<file path="config.mk">
export PLATFORM = sky130hd
export DESIGN_NAME = gtfwizard_mac_tx_reset_sequencer
export DESIGN_NICKNAME = d
export VERILOG_FILES = /design/src/rtl/gtfwizard_mac_tx_rst_pkg.sv /design/src/rtl/gtfwizard_mac_sync_bit.sv /design/src/rtl/gtfwizard_mac_tx_reset_sequencer.sv
export SDC_FILE = /design/constraint.sdc
export NUM_CORES = 1
export LEC_CHECK = 0
export CAP_MARGIN = 20
export CORE_MARGIN = 2
export CORE_UTILIZATION = 30
export CTS_BUF_LIST = sky130_fd_sc_hd__clkbuf_4 sky130_fd_sc_hd__clkbuf_8
export DETAILED_ROUTE_END_ITERATION = 8
export DONT_BUFFER_PORTS = 1
export GPL_ROUTABILITY_DRIVEN = 0
export GPL_TIMING_DRIVEN = 0
export PLACE_DENSITY = 0.54
export SLEW_MARGIN = 30
export SYNTH_ARGS = -nofsm -noshare
export SYNTH_HDL_FRONTEND = slang
export SYNTH_SLANG_ARGS = --single-unit
export TNS_END_PERCENT = 5
</file>
<file path="constraint.sdc">
create_clock -name FREERUN_CLK -period 5.1 [get_ports FREERUN_CLK]
set_input_delay 1.02 -clock FREERUN_CLK [delete_from_list [all_inputs] [get_ports FREERUN_CLK]]
set_output_delay 1.02 -clock FREERUN_CLK [all_outputs]
set_load 0.01 [all_outputs]
</file>
<file path="src/rtl/gtfwizard_mac_tx_rst_pkg.sv">
// Shared types and helpers for the GTF TX reset sequencer: state encoding,
// per-state reset-pin levels and the shared wait-counter width.
package gtfwizard_mac_tx_rst_pkg;

    typedef enum logic [2:0] {
        ST_PWR_WAIT  = 3'd0,
        ST_PISO_REL  = 3'd1,
        ST_RST_HOLD  = 3'd2,
        ST_PMA_HOLD  = 3'd3,
        ST_WAIT_DONE = 3'd4,
        ST_DONE      = 3'd5,
        ST_FAIL      = 3'd6
    } tx_state_e;

    // Bit order is {GTTXRESET, TXPMARESET, TXPISOPD}
    localparam logic [2:0] OUT_PWR_WAIT  = 3'b101;
    localparam logic [2:0] OUT_PISO_REL  = 3'b100;
    localparam logic [2:0] OUT_RST_HOLD  = 3'b100;
    localparam logic [2:0] OUT_PMA_HOLD  = 3'b010;
    localparam logic [2:0] OUT_WAIT_DONE = 3'b000;
    localparam logic [2:0] OUT_DONE      = 3'b000;
    localparam logic [2:0] OUT_FAIL      = 3'b100;

    function automatic logic [2:0] state_outputs(input tx_state_e s);
        logic [2:0] o;
        case (s)
            ST_PWR_WAIT:  o = OUT_PWR_WAIT;
            ST_PISO_REL:  o = OUT_PISO_REL;
            ST_RST_HOLD:  o = OUT_RST_HOLD;
            ST_PMA_HOLD:  o = OUT_PMA_HOLD;
            ST_WAIT_DONE: o = OUT_WAIT_DONE;
            ST_DONE:      o = OUT_DONE;
            ST_FAIL:      o = OUT_FAIL;
            default:      o = OUT_PWR_WAIT;
        endcase
        return o;
    endfunction

    function automatic int cnt_width(input int a, input int b, input int c);
        int m;
        m = (a > b) ? a : b;
        m = (m > c) ? m : c;
        return $clog2(m + 1);
    endfunction

endpackage

</file>
<file path="src/rtl/gtfwizard_mac_sync_bit.sv">
// Single-bit multi-flop synchronizer into the free-running clock domain.
// Kept as discrete flops so the tools neither merge them nor map them to SRLs.
module gtfwizard_mac_sync_bit #(
    parameter int C_SYNC_STAGES = 3
) (
    input  logic clk,
    input  logic rst_n,
    input  logic din,
    output logic dout
);

    (* ASYNC_REG = "TRUE", SHREG_EXTRACT = "NO" *)
    logic [C_SYNC_STAGES-1:0] sync_ff;

    always_ff @(posedge clk or negedge rst_n) begin
        if (!rst_n) begin
            sync_ff <= '0;
        end else begin
            sync_ff <= {sync_ff[C_SYNC_STAGES-2:0], din};
        end
    end

    assign dout = sync_ff[C_SYNC_STAGES-1];

endmodule

</file>
<file path="src/rtl/gtfwizard_mac_tx_reset_sequencer.sv">
// GTF transmitter bring-up sequencer: power-good wait, PISO release, GTTXRESET
// hold/release, TXRESETDONE timeout with bounded retry, and user reset requests.
module gtfwizard_mac_tx_reset_sequencer
    import gtfwizard_mac_tx_rst_pkg::*;
#(
    parameter int C_SYNC_STAGES = 3,
    parameter int C_PISO_WAIT   = 16,
    parameter int C_RST_HOLD    = 32,
    parameter int C_TIMEOUT     = 4096,
    parameter int C_MAX_RETRY   = 3
) (
    input  logic                             FREERUN_CLK,
    input  logic                             FREERUN_RST_N,
    input  logic                             USER_GTPOWERGOOD,
    input  logic                             GT_TXRESETDONE,
    input  logic                             USER_TX_RESET_REQ,
    input  logic                             USER_TX_PMA_RESET_REQ,
    output logic                             USER_GTTXRESET,
    output logic                             USER_TXPMARESET,
    output logic                             USER_TXPISOPD,
    output logic                             TX_RESET_DONE,
    output logic                             TX_RESET_FAIL,
    output logic [$clog2(C_MAX_RETRY+1)-1:0] TX_RETRY_CNT
);

    localparam int CNT_W = cnt_width(C_PISO_WAIT, C_RST_HOLD, C_TIMEOUT);
    localparam int RTY_W = $clog2(C_MAX_RETRY + 1);

    // Each wait loads N-1 so the state lasts exactly N cycles before moving on
    localparam logic [CNT_W-1:0] LD_PISO = CNT_W'(C_PISO_WAIT - 1);
    localparam logic [CNT_W-1:0] LD_HOLD = CNT_W'(C_RST_HOLD - 1);
    localparam logic [CNT_W-1:0] LD_TMO  = CNT_W'(C_TIMEOUT - 1);
    localparam logic [RTY_W-1:0] RTY_MAX = RTY_W'(C_MAX_RETRY);

    logic             pg_s;
    logic             done_s;
    tx_state_e        state;
    tx_state_e        state_nxt;
    logic [CNT_W-1:0] cnt;
    logic [CNT_W-1:0] cnt_nxt;
    logic [RTY_W-1:0] retry;
    logic [RTY_W-1:0] retry_nxt;
    logic             reload;

    gtfwizard_mac_sync_bit #(.C_SYNC_STAGES(C_SYNC_STAGES)) u_sync_pg (
        .clk   (FREERUN_CLK),
        .rst_n (FREERUN_RST_N),
        .din   (USER_GTPOWERGOOD),
        .dout  (pg_s)
    );

    gtfwizard_mac_sync_bit #(.C_SYNC_STAGES(C_SYNC_STAGES)) u_sync_done (
        .clk   (FREERUN_CLK),
        .rst_n (FREERUN_RST_N),
        .din   (GT_TXRESETDONE),
        .dout  (done_s)
    );

    always_comb begin
        state_nxt = state;
        retry_nxt = retry;
        reload    = 1'b0;
        if (!pg_s) begin
            state_nxt = ST_PWR_WAIT;
            retry_nxt = '0;
        end else if (USER_TX_RESET_REQ && (state != ST_PWR_WAIT) && (state != ST_PISO_REL)) begin
            state_nxt = ST_RST_HOLD;
            retry_nxt = '0;
            reload    = 1'b1;
        end else if (USER_TX_PMA_RESET_REQ &&
                     (state inside {ST_WAIT_DONE, ST_DONE, ST_FAIL, ST_PMA_HOLD})) begin
            // PMA_HOLD is included so a held request keeps reloading the hold time
            state_nxt = ST_PMA_HOLD;
            retry_nxt = '0;
            reload    = 1'b1;
        end else begin
            case (state)
                ST_PWR_WAIT: state_nxt = ST_PISO_REL;
                ST_PISO_REL: begin
                    if (cnt == '0) begin
                        state_nxt = ST_RST_HOLD;
                        retry_nxt = '0;
                    end
                end
                ST_RST_HOLD, ST_PMA_HOLD: begin
                    if (cnt == '0) begin
                        state_nxt = ST_WAIT_DONE;
                    end
                end
                ST_WAIT_DONE: begin
                    // Reset-done is checked first so it wins a same-cycle timeout
                    if (done_s) begin
                        state_nxt = ST_DONE;
                    end else if (cnt == '0) begin
                        if (retry < RTY_MAX) begin
                            state_nxt = ST_RST_HOLD;
                            retry_nxt = retry + RTY_W'(1);
                        end else begin
                            state_nxt = ST_FAIL;
                        end
                    end
                end
                ST_DONE: begin
                    if (!done_s) begin
                        state_nxt = ST_RST_HOLD;
                        retry_nxt = '0;
                    end
                end
                ST_FAIL: state_nxt = ST_FAIL;
                default: state_nxt = ST_PWR_WAIT;
            endcase
        end
    end

    always_comb begin
        cnt_nxt = cnt;
        if ((state_nxt != state) || reload) begin
            case (state_nxt)
                ST_PISO_REL:              cnt_nxt = LD_PISO;
                ST_RST_HOLD, ST_PMA_HOLD: cnt_nxt = LD_HOLD;
                ST_WAIT_DONE:             cnt_nxt = LD_TMO;
                default:                  cnt_nxt = '0;
            endcase
        end else if (cnt != '0) begin
            cnt_nxt = cnt - CNT_W'(1);
        end
    end

    // Outputs are registered from the next state so they change on the same edge as the state
    always_ff @(posedge FREERUN_CLK or negedge FREERUN_RST_N) begin
        if (!FREERUN_RST_N) begin
            state           <= ST_PWR_WAIT;
            cnt             <= '0;
            retry           <= '0;
            USER_GTTXRESET  <= 1'b1;
            USER_TXPMARESET <= 1'b0;
            USER_TXPISOPD   <= 1'b1;
            TX_RESET_DONE   <= 1'b0;
            TX_RESET_FAIL   <= 1'b0;
        end else begin
            state <= state_nxt;
            cnt   <= cnt_nxt;
            retry <= retry_nxt;
            {USER_GTTXRESET, USER_TXPMARESET, USER_TXPISOPD} <= state_outputs(state_nxt);
            TX_RESET_DONE <= (state_nxt == ST_DONE);
            TX_RESET_FAIL <= (state_nxt == ST_FAIL);
        end
    end

    assign TX_RETRY_CNT = retry;

endmodule

</file>
## Word level (Yosys, flattened, before mapping)

Cells that the tools add are included.

- Register bits: 29
- Input bits: 6
- Logic and storage cells: 74
- Output and inout bits: 7

- $add $sub $neg: 2
- Reduce and logical (&&, ||, !) cells: 15
- Multiplexer cells: 26
- Order comparisons: 1
- Equal/unequal tests: 20

Operators by type and width:

| kind | number |
|---|---|
| one-hot mux 12 bit (3 select lines) | 1 |
| two-way mux 3 bit | 9 |
| two-way mux 13 bit | 2 |
| inequality test 5 bit, second input constant | 5 |
| equality test 3 bit, second input constant | 6 |
| one-hot mux 3 bit (6 select lines) | 1 |
| two-way mux 2 bit | 8 |
| logical NOT 13 bit | 1 |
| nonzero test 13 bit | 1 |
| subtractor 13 x 1 -> 13 bit, second input constant | 1 |
| equality test 3 x 2 -> 1 bit, second input constant | 4 |
| one-hot mux 3 bit (3 select lines) | 1 |
| equality test 3 x 1 -> 1 bit, second input constant | 2 |
| inequality test 6 bit, second input constant | 1 |
| one-hot mux 2 bit (3 select lines) | 1 |
| AND reduction 6 bit | 1 |
| OR reduction 2 bit | 3 |
| nonzero test 4 bit | 1 |
| logical AND 1 bit | 3 |
| logical NOT 3 bit | 1 |
| two-way mux 1 bit | 3 |
| inequality test 3 x 1 -> 1 bit, second input constant | 1 |
| inequality test 3 bit | 1 |
| nonzero test 3 bit | 1 |
| other kinds (5) | 5 |

## Depth between registers and ports, before layout

Gate-level depths: netlist (run 1).

- Word-level depth: 12
- Depth in mapped cells: 10
- Depth with buffers taken out: 8

## Modules after synthesis

A second synthesis (run 1) with hierarchy kept.

- Cell total of the unflattened synthesis: 176
- Area, all modules: 1647.8 um^2

Modules (own cells, without submodules):

| module | area each (um^2) | cells each | instances |
|---|---|---|---|
| gtfwizard_mac_tx_reset_sequencer | 1497.7 | 170 | 1 |
| gtfwizard_mac_sync_bit | 75.1 | 3 | 2 |

## Worst setup path after synthesis (run 1)

OpenSTA, ideal clock, no wires.

- Kind: input to register
- From: input port USER_TX_RESET_REQ
- To: register cnt[4]
- Data arrival time: 2.621 ns
- Cell stages on the path: 8
- Data required time: 5.018 ns
- Path slack: 2.397 ns
- Setup time: 0.082 ns
- Cell sequence: clkbuf_1 > and4b_1 > o31ai_1 > a211oi_1 > or2_0 > buf_2 > or2_2 > a31oi_1

- Cells in the longest elaborated chain, start to end: 8
- Elaborated cells between the ends (all ways): 16
- Those cells by class: 5 x eq/ne; 6 x mux; 5 x reduce/logical

Ends and longest elaborated chain:

| element | line | source |
|---|---|---|
| start, declared | gtfwizard_mac_tx_reset_sequencer.sv:16 | `input logic USER_TX_RESET_REQ,` |
| logical AND 1 bit * (2 in series) | gtfwizard_mac_tx_reset_sequencer.sv:66 | `end else if (USER_TX_RESET_REQ && (state != ST_PWR_WAIT) && (state != ST_PISO_REL)) begin` |
| two-way mux 3 bit * | gtfwizard_mac_tx_reset_sequencer.sv:66 |  |
| two-way mux 3 bit * | gtfwizard_mac_tx_reset_sequencer.sv:63 | `if (!pg_s) begin` |
| named net state_nxt[2] | gtfwizard_mac_tx_reset_sequencer.sv:38 | `tx_state_e state_nxt;` |
| equality test 3 x 2 -> 1 bit | gtfwizard_mac_tx_reset_sequencer.sv:118 | `case (state_nxt)` |
| OR reduction 2 bit | gtfwizard_mac_tx_reset_sequencer.sv:118 |  |
| one-hot mux 12 bit (3 select lines) | gtfwizard_mac_tx_reset_sequencer.sv:118 |  |
| two-way mux 13 bit | gtfwizard_mac_tx_reset_sequencer.sv:117 | `if ((state_nxt != state) \|\| reload) begin` |
| end signal, assigned | gtfwizard_mac_tx_reset_sequencer.sv:142 | `cnt <= cnt_nxt;` |
| end, declared | gtfwizard_mac_tx_reset_sequencer.sv:39 | `logic [CNT_W-1:0] cnt;` |

The timed path passes the listed nets; every way through them passes the cells marked *.
A chain may end at the register's enable or synchronous reset.

## Final worst setup path (run 1)

- From: register cnt[0]
- To: register cnt[2]

- Cells in the longest elaborated chain, start to end: 11
- Elaborated cells between the ends (all ways): 22
- Those cells by class: 1 x add/sub; 5 x eq/ne; 11 x mux; 5 x reduce/logical

Ends and longest elaborated chain:

| element | line | source |
|---|---|---|
| logical NOT 13 bit | gtfwizard_mac_tx_reset_sequencer.sv:80, gtfwizard_mac_tx_reset_sequencer.sv:86, gtfwizard_mac_tx_reset_sequencer.sv:94 |  |
| two-way mux 3 bit | gtfwizard_mac_tx_reset_sequencer.sv:94 | `end else if (cnt == '0) begin` |
| two-way mux 3 bit | gtfwizard_mac_tx_reset_sequencer.sv:92 | `if (done_s) begin` |
| one-hot mux 3 bit (6 select lines) | gtfwizard_mac_tx_reset_sequencer.sv:77 | `case (state)` |
| two-way mux 3 bit | gtfwizard_mac_tx_reset_sequencer.sv:70 | `end else if (USER_TX_PMA_RESET_REQ &&` |
| two-way mux 3 bit | gtfwizard_mac_tx_reset_sequencer.sv:66 |  |
| two-way mux 3 bit | gtfwizard_mac_tx_reset_sequencer.sv:63 |  |
| equality test 3 x 2 -> 1 bit | gtfwizard_mac_tx_reset_sequencer.sv:118 |  |
| OR reduction 2 bit | gtfwizard_mac_tx_reset_sequencer.sv:118 |  |
| one-hot mux 12 bit (3 select lines) | gtfwizard_mac_tx_reset_sequencer.sv:118 |  |
| two-way mux 13 bit | gtfwizard_mac_tx_reset_sequencer.sv:117 |  |

Parallel ways exist; a longest one is shown, timed or not. The select of a mux whose other input is x is not followed.

==> results_dict.tcl, run 1 <==
set metrics [dict create \
    root_buffer "clkbuf_8" \
    synth_top_area_share_pct 40.7 \
    syn_to_final_growth_pct 10.6 \
    grt_pass1_vias 1321 \
    postCtsSetupRepairBufs 0 \
    die-area_um2 6140 \
    die_h_um 78.4 \
    synth_area_leader_cell "dfrtp_1" \
    synth.top_cells.by_area "dfrtp_1 41%, xnor2_1 4.8%, o21ai_0 4.2%" \
    finalMaxSlewViolations 0 \
    yosysSeqAreaShare_pct 43.9 \
    ios 13 \
    hold_viol 0 \
    synthArstFlopShare_pct 100 \
    fmax_mhz 348 \
    critPathKind "reg -> reg" \
    dr_total_vias 1311 \
    antennaDiodeCount 0 \
    cp_max_fo 9 \
    cp_cell_sequence "inv_1, ha_1, or3b_2, clkbuf_1, o41ai_1, a32oi_1, o21ai_1, or2_2, buf_2, o21ai_0" \
    hold_ws_ns 0.351 \
    numPortBuffers 0 \
    final_cell_mix "27 x dfrtp_1, 14 x o21ai_0, 11 x nand2_1, 11 x nor2_1, 10 x inv_1" \
    cp_data_required_time_ns 5.24 \
    coreArea_um2 5440 \
    synth-edff-count 0 \
    layout_commonest_cell "dfrtp_1" \
    crit_family "compound AO/OA/AOI/OAI gates" \
    fin_tns_setup_ns 0 \
    ant_nets 0 \
    start_kind "flop" \
    leakage_nw 0.729 \
    maxCapViolCount 0 \
    p_per_area_nw_per_um2 503 \
    cts_buffer_depth 2 \
    synth.net_count 181 \
    drc_errors 0 \
    grt_pass1_wl_mm 6.37 \
    yosys_register_bits 29 \
    ys.warnings.count 0 \
    peakVddDrop_v 0.000185 \
    fin_crit_ns 2.87 \
    overflow 0 \
    grt_usage_pct 13.5 \
    grt_max_degree 30 \
    hp-class "reg -> reg" \
    htree_levels 2 \
    worst-path-buf-inv 3 \
    endpoint_kind "flop" \
    via_per_inst 5.18 \
    max_slew_margin_pct 58.4 \
    antenna_found_initial 0 \
    cts_tree "done" \
    netlist_instances 173 \
    fin_crit_sh_pct 56.3 \
    dr.pass1.iters 4 \
    clkSinkCount 29 \
    cp_slowest_cell "o41ai_1" \
    syn_avg_cell_area_um2 9.59 \
    totalWireLength_mm 3.64 \
    nNetsFinal 188 \
    status "finished clean" \
    dp_hpwl_mm 2.59 \
    critPathMaxStageDelay_ns 0.50 \
    cts_hold_buf 0 \
    setup_viol 0 \
    worst_slew_pin_slew_ns 0.618 \
    initial_core_util_pct 30.5 \
    worstPathArrival_ns 3.01 \
    rows 27 \
    clk_pin_slew_ns 0.06 \
    skew_ns 0.00434 \
    drt_iter0_drc 73 \
    worstSkewPairLatency_ns 0.28 \
    syn_area_um2 1660 \
    ctsResizeCount 0 \
    cts_buffers 5 \
    wire_per_inst_um 14.4 \
    synth_cell_types 52 \
    drive_gt1_share_pct 14.9 \
    die_x_um 78.4 \
    ys.flop_type "dfrtp_1" \
    rsz0062_at_grt "no" \
]
## registers in the layout (all words and copies together) (netlist names)
register / flops
TX_RESET_DONE: 1
TX_RESET_FAIL: 1
TX_RETRY_CNT: 2
USER_GTTXRESET: 1
USER_TXPISOPD: 1
USER_TXPMARESET: 1
cnt: 13
state: 3
u_sync_done.sync_ff: 3
u_sync_pg.sync_ff: 3
## power by group
part / leakage (nW) / internal, W / total, W / switching, W
clock: 0.0484 / 0.0000996 / 0.000185 / 0.0000857
sequential: 0.372 / 0.000283 / 0.000341 / 0.0000575
combinational: 0.309 / 0.000171 / 0.000397 / 0.000227
## path summary, 6_finish.rpt
path                            depth (start not counted)                   start                endpoint  slack [ns]
worst max-delay path                                   10                  cnt[0]                  cnt[2]        2.23
worst min-delay path                                    0  u_sync_done.sync_ff[1]  u_sync_done.sync_ff[2]        0.35
worst max register to register                         10                  cnt[0]                  cnt[2]        2.23
worst min register to register                          0  u_sync_done.sync_ff[1]  u_sync_done.sync_ff[2]        0.35
max in group asynchronous                               0           FREERUN_RST_N          USER_GTTXRESET        4.50
min in group asynchronous                               0           FREERUN_RST_N                  cnt[2]        0.43
## per-layer routing
layer	vias to the layer above	share of wire (%)	global-route usage, %
li1	652	-	-
met1	622	47	17.5
met2	35	47	21.4
met3	2	4.7	2.87
met4	0	0.82	6.32
met5	-	0	0
## through the flow
stage | worst slack, ns | instance area, um2 | total power, W | std cells | util (%)
global placement | 2.05 | 1750 | 0.000738 | 245 | 32.2
finish | 2.23 | 1840 | 0.000923 | 253 | 33.7
floorplan | 2.40 | 1660 | 0.000658 | 173 | -
CTS | 2.21 | 1840 | 0.000933 | 253 | 33.7
detailed placement | 2.05 | 1750 | 0.000739 | 245 | 32.2
global route | 1.96 | 1840 | 0.000998 | 253 | 33.7
## logic make-up after synthesis
| group | count (synthesis) | share of synthesized area (%) |
|---|---|---|
| AOI/OAI and AO/OA | 44 | 18.3 |
| and+or+nand+nor | 64 | 23.2 |
| muxes | 2 | 1.36 |
| buffers and inverters | 21 | 5.96 |
| DFF | 29 | 43.9 |
| adders and majority gates | 2 | 1.51 |
| xor gates and xnor gates | 11 | 5.81 |
## synthesized netlist by cell type, types with 2 or more instances
library cell and n:
a211oi_1 3, a21oi_1 5, a31oi_1 3, buf_2 2, clkbuf_1 7, dfrtp_1 27, dfstp_2 2, ha_1 2
inv_1 10, mux2_2 2, nand2_1 11, nand2b_1 4, nand3_1 2, nand4_1 2, nor2_1 11, nor2b_1 3
nor3_1 6, nor3b_1 3, nor4_1 7, o21ai_0 14, o221ai_1 2, o22ai_1 2, o41ai_1 2, or2_2 2
or3b_2 2, or4_1 2, xnor2_1 9, xor2_1 2
## cell type report
cell class                      count  area [um2]
Fill cell                         576        3600
Multi-Input combinational cell    123         832
Sequential cell                    29         728
Tap cell                           72        90.1
Clock buffer                        6        76.3
Buffer                             11        61.3
Inverter                           10        37.5
Clock inverter                      2        10.0
## worst register-to-register path, cell delays in order (launching register included)
cell and delay, ns:
dfrtp_1 0.39, inv_1 0.09, ha_1 0.20, or3b_2 0.45
clkbuf_1 0.21, o41ai_1 0.50, a32oi_1 0.17, o21ai_1 0.26
or2_2 0.18, buf_2 0.17, o21ai_0 0.11
Power figures use the tool's default switching activity.
==> run 2, diff against run 1 <==
--- a/config.mk
+++ b/config.mk
@@ -13,7 +13,7 @@
 export DONT_BUFFER_PORTS = 1
 export GPL_ROUTABILITY_DRIVEN = 0
 export GPL_TIMING_DRIVEN = 0
-export PLACE_DENSITY = 0.54
+export PLACE_DENSITY = 0.55
 export SLEW_MARGIN = 30
 export SYNTH_ARGS = -nofsm -noshare
 export SYNTH_HDL_FRONTEND = slang
==> constraint.sdc (replaced) <==
create_clock -name FREERUN_CLK -period 2.34 [get_ports FREERUN_CLK]
set_input_delay 0.468 -clock FREERUN_CLK [delete_from_list [all_inputs] [get_ports FREERUN_CLK]]
set_output_delay 0.468 -clock FREERUN_CLK [all_outputs]
set_load 0.01 [all_outputs]
==> run 2 against run 1 <==
Effect of this change: sequential share of layout area is 5.2 points lower; power grew to 2.8 times the previous value; highest routed layer unchanged; clock-buffer cell count is 1 lower; clock skew is 0.00096 ns higher; setup slack worse by 2.2 ns; clock power grew to 3.3 times the previous value; critical path depth stayed put; global-route usage hardly changed; flip-flop and latch count stayed put; core utilization is 5.3 points higher; sequential power is 120% higher.
==> results_dict.tcl, run 2 (synthesis gave the netlist of run 1 again) <==
set metrics [dict create \
    status "finished clean" \
    cts_tree "done" \
    cp_max_fo 6 \
    p_sw_w 0.000938 \
    final_cell_mix "24 x dfrtp_1, 17 x buf_4, 13 x o21ai_0" \
    drt_iter0_drc 102 \
    grt_pass1_vias 1391 \
    coreArea_um2 5440 \
    clk_pin_slew_ns 0.07 \
    crit_family "simple AND/OR/NAND/NOR gates" \
    finalMaxSlewViolations 0 \
    clockPowerShare_pct 23.9 \
    syn_to_final_growth_pct 28.1 \
    totalWireLength_mm 3.88 \
    power_frac_comb_pct 47.2 \
    initial_core_util_pct 30.5 \
    cts_buffers 5 \
    worst_slew_pin_slew_ns 0.591 \
    die-area_um2 6140 \
    worst-path-buf-inv 3 \
    start_kind "flop" \
    cp_data_required_time_ns 2.54 \
    fin_crit_sh_pct 98.7 \
    cp_slowest_cell "or3b_4" \
    layout_commonest_cell "dfrtp_1" \
    fin_cells 270 \
    die_h_um 78.4 \
    dp_hpwl_mm 2.51 \
    overflow 0 \
    htree_levels 2 \
    hold_viol 0 \
    dr_total_vias 1395 \
    dr.pass1.iters 4 \
    grt_usage_pct 13.5 \
    worstSkewPairLatency_ns 0.28 \
    seqCellArea_um2 732 \
    dp_slack_ns -0.281 \
    dp_cells 245 \
    rsz0062_at_grt "yes" \
    leakage_nw 0.858 \
    rows 27 \
    antennaDiodeCount 0 \
    fin_crit_ns 2.31 \
    critPathKind "reg -> reg" \
    worstPathArrival_ns 2.51 \
    p_per_area_nw_per_um2 1220 \
    n_fill_cell 548 \
    grt_pass1_wl_mm 6.52 \
    critPathMaxStageDelay_ns 0.43 \
    cellInternalPower_w 0.00165 \
    seqPwrFrac_pct 28.9 \
    root_buffer "clkbuf_8" \
    antenna_found_initial 0 \
    setup_viol 0 \
    max_slew_margin_pct 60.3 \
    top_register "cnt" \
    peakVddDrop_v 0.000476 \
    total_power_w 0.00259 \
    numPortBuffers 0 \
    multiInputGateArea_um2 920 \
    skew_ns 0.00530 \
    wire_per_inst_um 14.4 \
    grt_max_degree 28 \
    via_per_inst 5.17 \
    largest_reg_flops 13 \
    clkSinkCount 29 \
    drc_errors 0 \
    die_x_um 78.4 \
    setup_slack_ns 0.0307 \
    drive_gt1_share_pct 31.3 \
    ant_nets 0 \
    maxCapViolCount 0 \
    nNetsFinal 205 \
    ios 13 \
    endpoint_kind "flop" \
    cp_cell_sequence "inv_2, ha_4, or3b_4, nor4_4, buf_6, nand2_4, a222oi_1, buf_4, o211ai_1, a31oi_1" \
    fin_tns_setup_ns 0 \
    switching_share_pct 36.2 \
    cts_buffer_depth 2 \
    fmax_mhz 433 \
    hp-class "in -> async" \
]
-- run 2: changes by cell type in the layout (fill, tap and decap cells not counted), moves of 3 or more --
cell | before | now
buf_4 | 0 | 17
dfrtp_1 | 27 | 24
dfrtp_2 | 0 | 3
inv_1 | 10 | 7
inv_2 | 0 | 3
-- run 2: metrics by stage --
step / hold slack (ns) / instance area [um2] / util, %
after global routing: 0.00491 / 2130 / 39.1
after global placement: 0.173 / 1780 / 32.6
after floorplan: 0.172 / 1690 / -
after CTS: 0.0115 / 2030 / 37.2
final: 0.0278 / 2130 / 39.1
after detailed placement: 0.173 / 1780 / 32.6
-- run 2: routing by layer --
layer	wire [um]	global-route usage, %	up-vias	share of wire, %
li1	-	-	674	-
met1	1640	17.1	671	42
met2	1940	21.6	42	50
met3	220	4.14	8	5.7
met4	68	4.91	0	1.8
met5	0	0	-	0
-- run 2: cell type report --
type / instances / share of cell area (%)
Inverter: 10 / 1.77
Clock buffer: 5 / 3.24
Sequential cell: 29 / 34.4
Multi-Input combinational cell: 123 / 43.3
Clock inverter: 3 / 3.06
Tap cell: 72 / 4.24
Buffer: 9 / 2.59
Timing Repair Buffer: 19 / 7.42
-- run 2: power groups by stage --
stage | Clock, W | Sequential [W] | Combinational, W
6_report | 0.000619 | 0.000749 | 0.00122
5_1_grt | 0.000665 | 0.000770 | 0.00133
4_1_cts | 0.000642 | 0.000735 | 0.00104
3_5_place_dp | 0 | 0.000752 | 0.000889
3_3_place_gp | 0 | 0.000755 | 0.000883
2_1_floorplan | 0 | 0.000724 | 0.000749
-- run 2: repair_timing --
action / in CTS / in global routing
endpoints found under the hold margin: 27 / 0
setup endpoints to repair: 18 / 15
gates resized for setup: 6 / 14
hold buffers: 2 / 0
setup buffers: 10 / 7
pin swaps: 7 / 9
-- run 2: path summary, 6_finish.rpt --
path                       cells after the start                   start                endpoint  slack (ns)
max in group asynchronous                      2           FREERUN_RST_N                  cnt[8]        1.54
max                                           10                  cnt[1]                  cnt[4]        0.03
min                                            0           FREERUN_RST_N          USER_GTTXRESET        0.03
min reg2reg                                    0  u_sync_done.sync_ff[0]  u_sync_done.sync_ff[1]        0.35
min in group FREERUN_CLK                       0        USER_GTPOWERGOOD    u_sync_pg.sync_ff[0]        0.21
max reg2reg                                   10                  cnt[1]                  cnt[4]        0.03
==> run 3, diff against run 2 <==
--- a/config.mk
+++ b/config.mk
@@ -10,10 +10,9 @@
 export CORE_UTILIZATION = 30
 export CTS_BUF_LIST = sky130_fd_sc_hd__clkbuf_4 sky130_fd_sc_hd__clkbuf_8
 export DETAILED_ROUTE_END_ITERATION = 8
-export DONT_BUFFER_PORTS = 1
 export GPL_ROUTABILITY_DRIVEN = 0
 export GPL_TIMING_DRIVEN = 0
-export PLACE_DENSITY = 0.55
+export PLACE_DENSITY = 0.58
 export SLEW_MARGIN = 30
 export SYNTH_ARGS = -nofsm -noshare
 export SYNTH_HDL_FRONTEND = slang
==> run 3 against run 2 <==
Effect of this change: the run now ends with setup timing left; critical endpoint unchanged; hold slack improved by 0.17 ns; first-iteration DRC count fell by 27%; combinational power decreased by 16%; clock skew is 0.00079 ns lower; clock-buffer cell count unchanged; cell count stayed put.
==> results_dict.tcl, run 3 (synthesis gave the netlist of run 1 again) <==
set metrics [dict create \
    htree_levels 2 \
    finalMaxSlewViolations 0 \
    r2r_start "cnt[0]" \
    skew_ns 0.00451 \
    nNetsFinal 205 \
    layout_commonest_cell "dfrtp_1" \
    peakVddDrop_v 0.000539 \
    setup_viol 4 \
    fmax_mhz 413 \
    crit_family "simple AND/OR/NAND/NOR gates" \
    rsz0062_at_grt "yes" \
    clkSinkCount 29 \
    worstPathArrival_ns 2.63 \
    r2r_slack_ns -0.08 \
    dr.pass1.iters 4 \
    endpoint_kind "flop" \
    syn_to_final_growth_pct 23.8 \
    cp_max_fo 6 \
    worstSkewPairLatency_ns 0.28 \
    clk_pin_slew_ns 0.07 \
    antenna_found_initial 0 \
    grt_pass1_vias 1359 \
    dr_total_vias 1360 \
    design_area_um2 2050 \
    cts_buffers 5 \
    critPathMaxStageDelay_ns 0.43 \
    rows 27 \
    wire_per_inst_um 13.4 \
    die_x_um 78.4 \
    critPathKind "reg -> reg" \
    cts_tree "done" \
    ant_nets 0 \
    cp_cell_sequence "inv_2, ha_4, or3b_4, nor4_4, buf_6, nand2_4, a222oi_1, buf_4, o211ai_1, a31oi_1" \
    top_register "cnt" \
    root_buffer "clkbuf_8" \
    overflow 0 \
    setup_slack_ns -0.0792 \
    hold_viol 0 \
    die-area_um2 6140 \
    seqPwrFrac_pct 34.1 \
    status "finished, violations left" \
    cellInternalPower_w 0.00129 \
    cts_buffer_depth 2 \
    drc_errors 0 \
    numPortBuffers 11 \
    start_kind "flop" \
    grt_pass1_wl_mm 6.31 \
    clockPowerShare_pct 18.6 \
    coreArea_um2 5440 \
    cts_hold_buf 0 \
    leakage_nw 0.815 \
    dp_hpwl_mm 2.50 \
    r2r_end "cnt[4]" \
    dpl-instance-area_um2 1880 \
    die_h_um 78.4 \
    worst-path-buf-inv 3 \
    violations "setup timing" \
    hp-class "in -> async" \
    max_slew_margin_pct 57.1 \
    grt_usage_pct 13.2 \
    switching_share_pct 40.2 \
    final_cell_mix "27 x dfrtp_1, 13 x o21ai_0, 11 x nand2_1" \
    fin_crit_ns 2.42 \
    worst_slew_pin_slew_ns 0.638 \
    power_frac_comb_pct 47.3 \
    antennaDiodeCount 0 \
    via_per_inst 5.04 \
    ios 13 \
    n_fill_cell 528 \
    largest_reg_flops 13 \
    maxCapViolCount 0 \
    dp_slack_ns -0.555 \
    totalWireLength_mm 3.62 \
    p_per_area_nw_per_um2 1050 \
    r2r_cells 10 \
    p_sw_w 0.000865 \
    cp_data_required_time_ns 2.55 \
    drive_gt1_share_pct 23.2 \
    cp_slowest_cell "or3b_4" \
    drt_iter0_drc 74 \
    fin_crit_sh_pct 103 \
    grt_max_degree 30 \
    initial_core_util_pct 30.5 \
]
## run 3: changes by cell type in the layout (fill, tap and decap cells not counted), moves of 2 or more
cell             previous run  this run
buf_2                       0         2
buf_4                      17         8
bufinv_16                   2         0
clkdlybuf4s50_1             0        10
dfrtp_1                    24        27
dfrtp_2                     3         0
nor4_1                      5         7
nor4_2                      2         0
## run 3: per-stage QoR
step,hold slack [ns],TNS (ns),utilization (%),instances,power [W]
after floorplan,0.172,-0.0410,-,173,0.00147
after global placement,0.333,-5.11,34.7,256,0.00167
after detailed placement,0.337,-5.54,34.6,256,0.00166
after CTS,0.220,-0.186,37.6,270,0.00216
after global routing,0.265,-1.40,37.8,270,0.00233
final,0.201,-0.163,37.8,270,0.00215
## run 3: routing by layer
layer / wire, um / share of wire (%) / global-route usage [%]
met5: 0 / 0 / 0
met4: 97 / 2.7 / 5.79
met3: 167 / 4.6 / 3.91
met2: 1690 / 47 / 21.1
met1: 1670 / 46 / 16.6
## run 3: worst max path at each step
stage / to / startpoint / slack, ns / depth (start not counted)
2_1_floorplan: TX_RESET_DONE / cnt[1] / -0.03 / 10
3_5_place_dp: cnt[4] / USER_TX_RESET_REQ / -0.56 / 9
6_report: cnt[4] / cnt[0] / -0.08 / 10
3_3_place_gp: cnt[4] / USER_TX_RESET_REQ / -0.53 / 9
4_1_cts: cnt[4] / cnt[1] / -0.08 / 11
5_1_grt: cnt[4] / cnt[0] / -0.18 / 10
## run 3: timing repair
action / 4_1_cts / 5_1_grt
gates resized for setup: 8 / 3
endpoints found under the hold margin: 0 / 0
buffers inserted: 6 / 1
pin swaps: 6 / 4
setup endpoints to repair: 18 / 20
gates cloned: 0 / 0
## run 3: area by class of cell
class | instances | area, um2 | share of cell area, %
Clock buffer | 5 | 68.8 | 3.35
Multi-Input combinational cell | 123 | 892 | 43.4
Timing Repair Buffer | 18 | 158 | 7.68
Sequential cell | 29 | 728 | 35.5
Tap cell | 72 | 90.1 | 4.39
Clock inverter | 3 | 17.5 | 0.853
Buffer | 10 | 61.3 | 2.99
Inverter | 10 | 37.5 | 1.83
## run 3: power groups by stage
stage,Clock [W],Combinational (W),Sequential [W]
after floorplan,0,0.000749,0.000724
after global placement,0,0.000921,0.000747
after detailed placement,0,0.000918,0.000747
after CTS,0.000418,0.00101,0.000734
after global routing,0.000441,0.00113,0.000757
final,0.000402,0.00102,0.000735
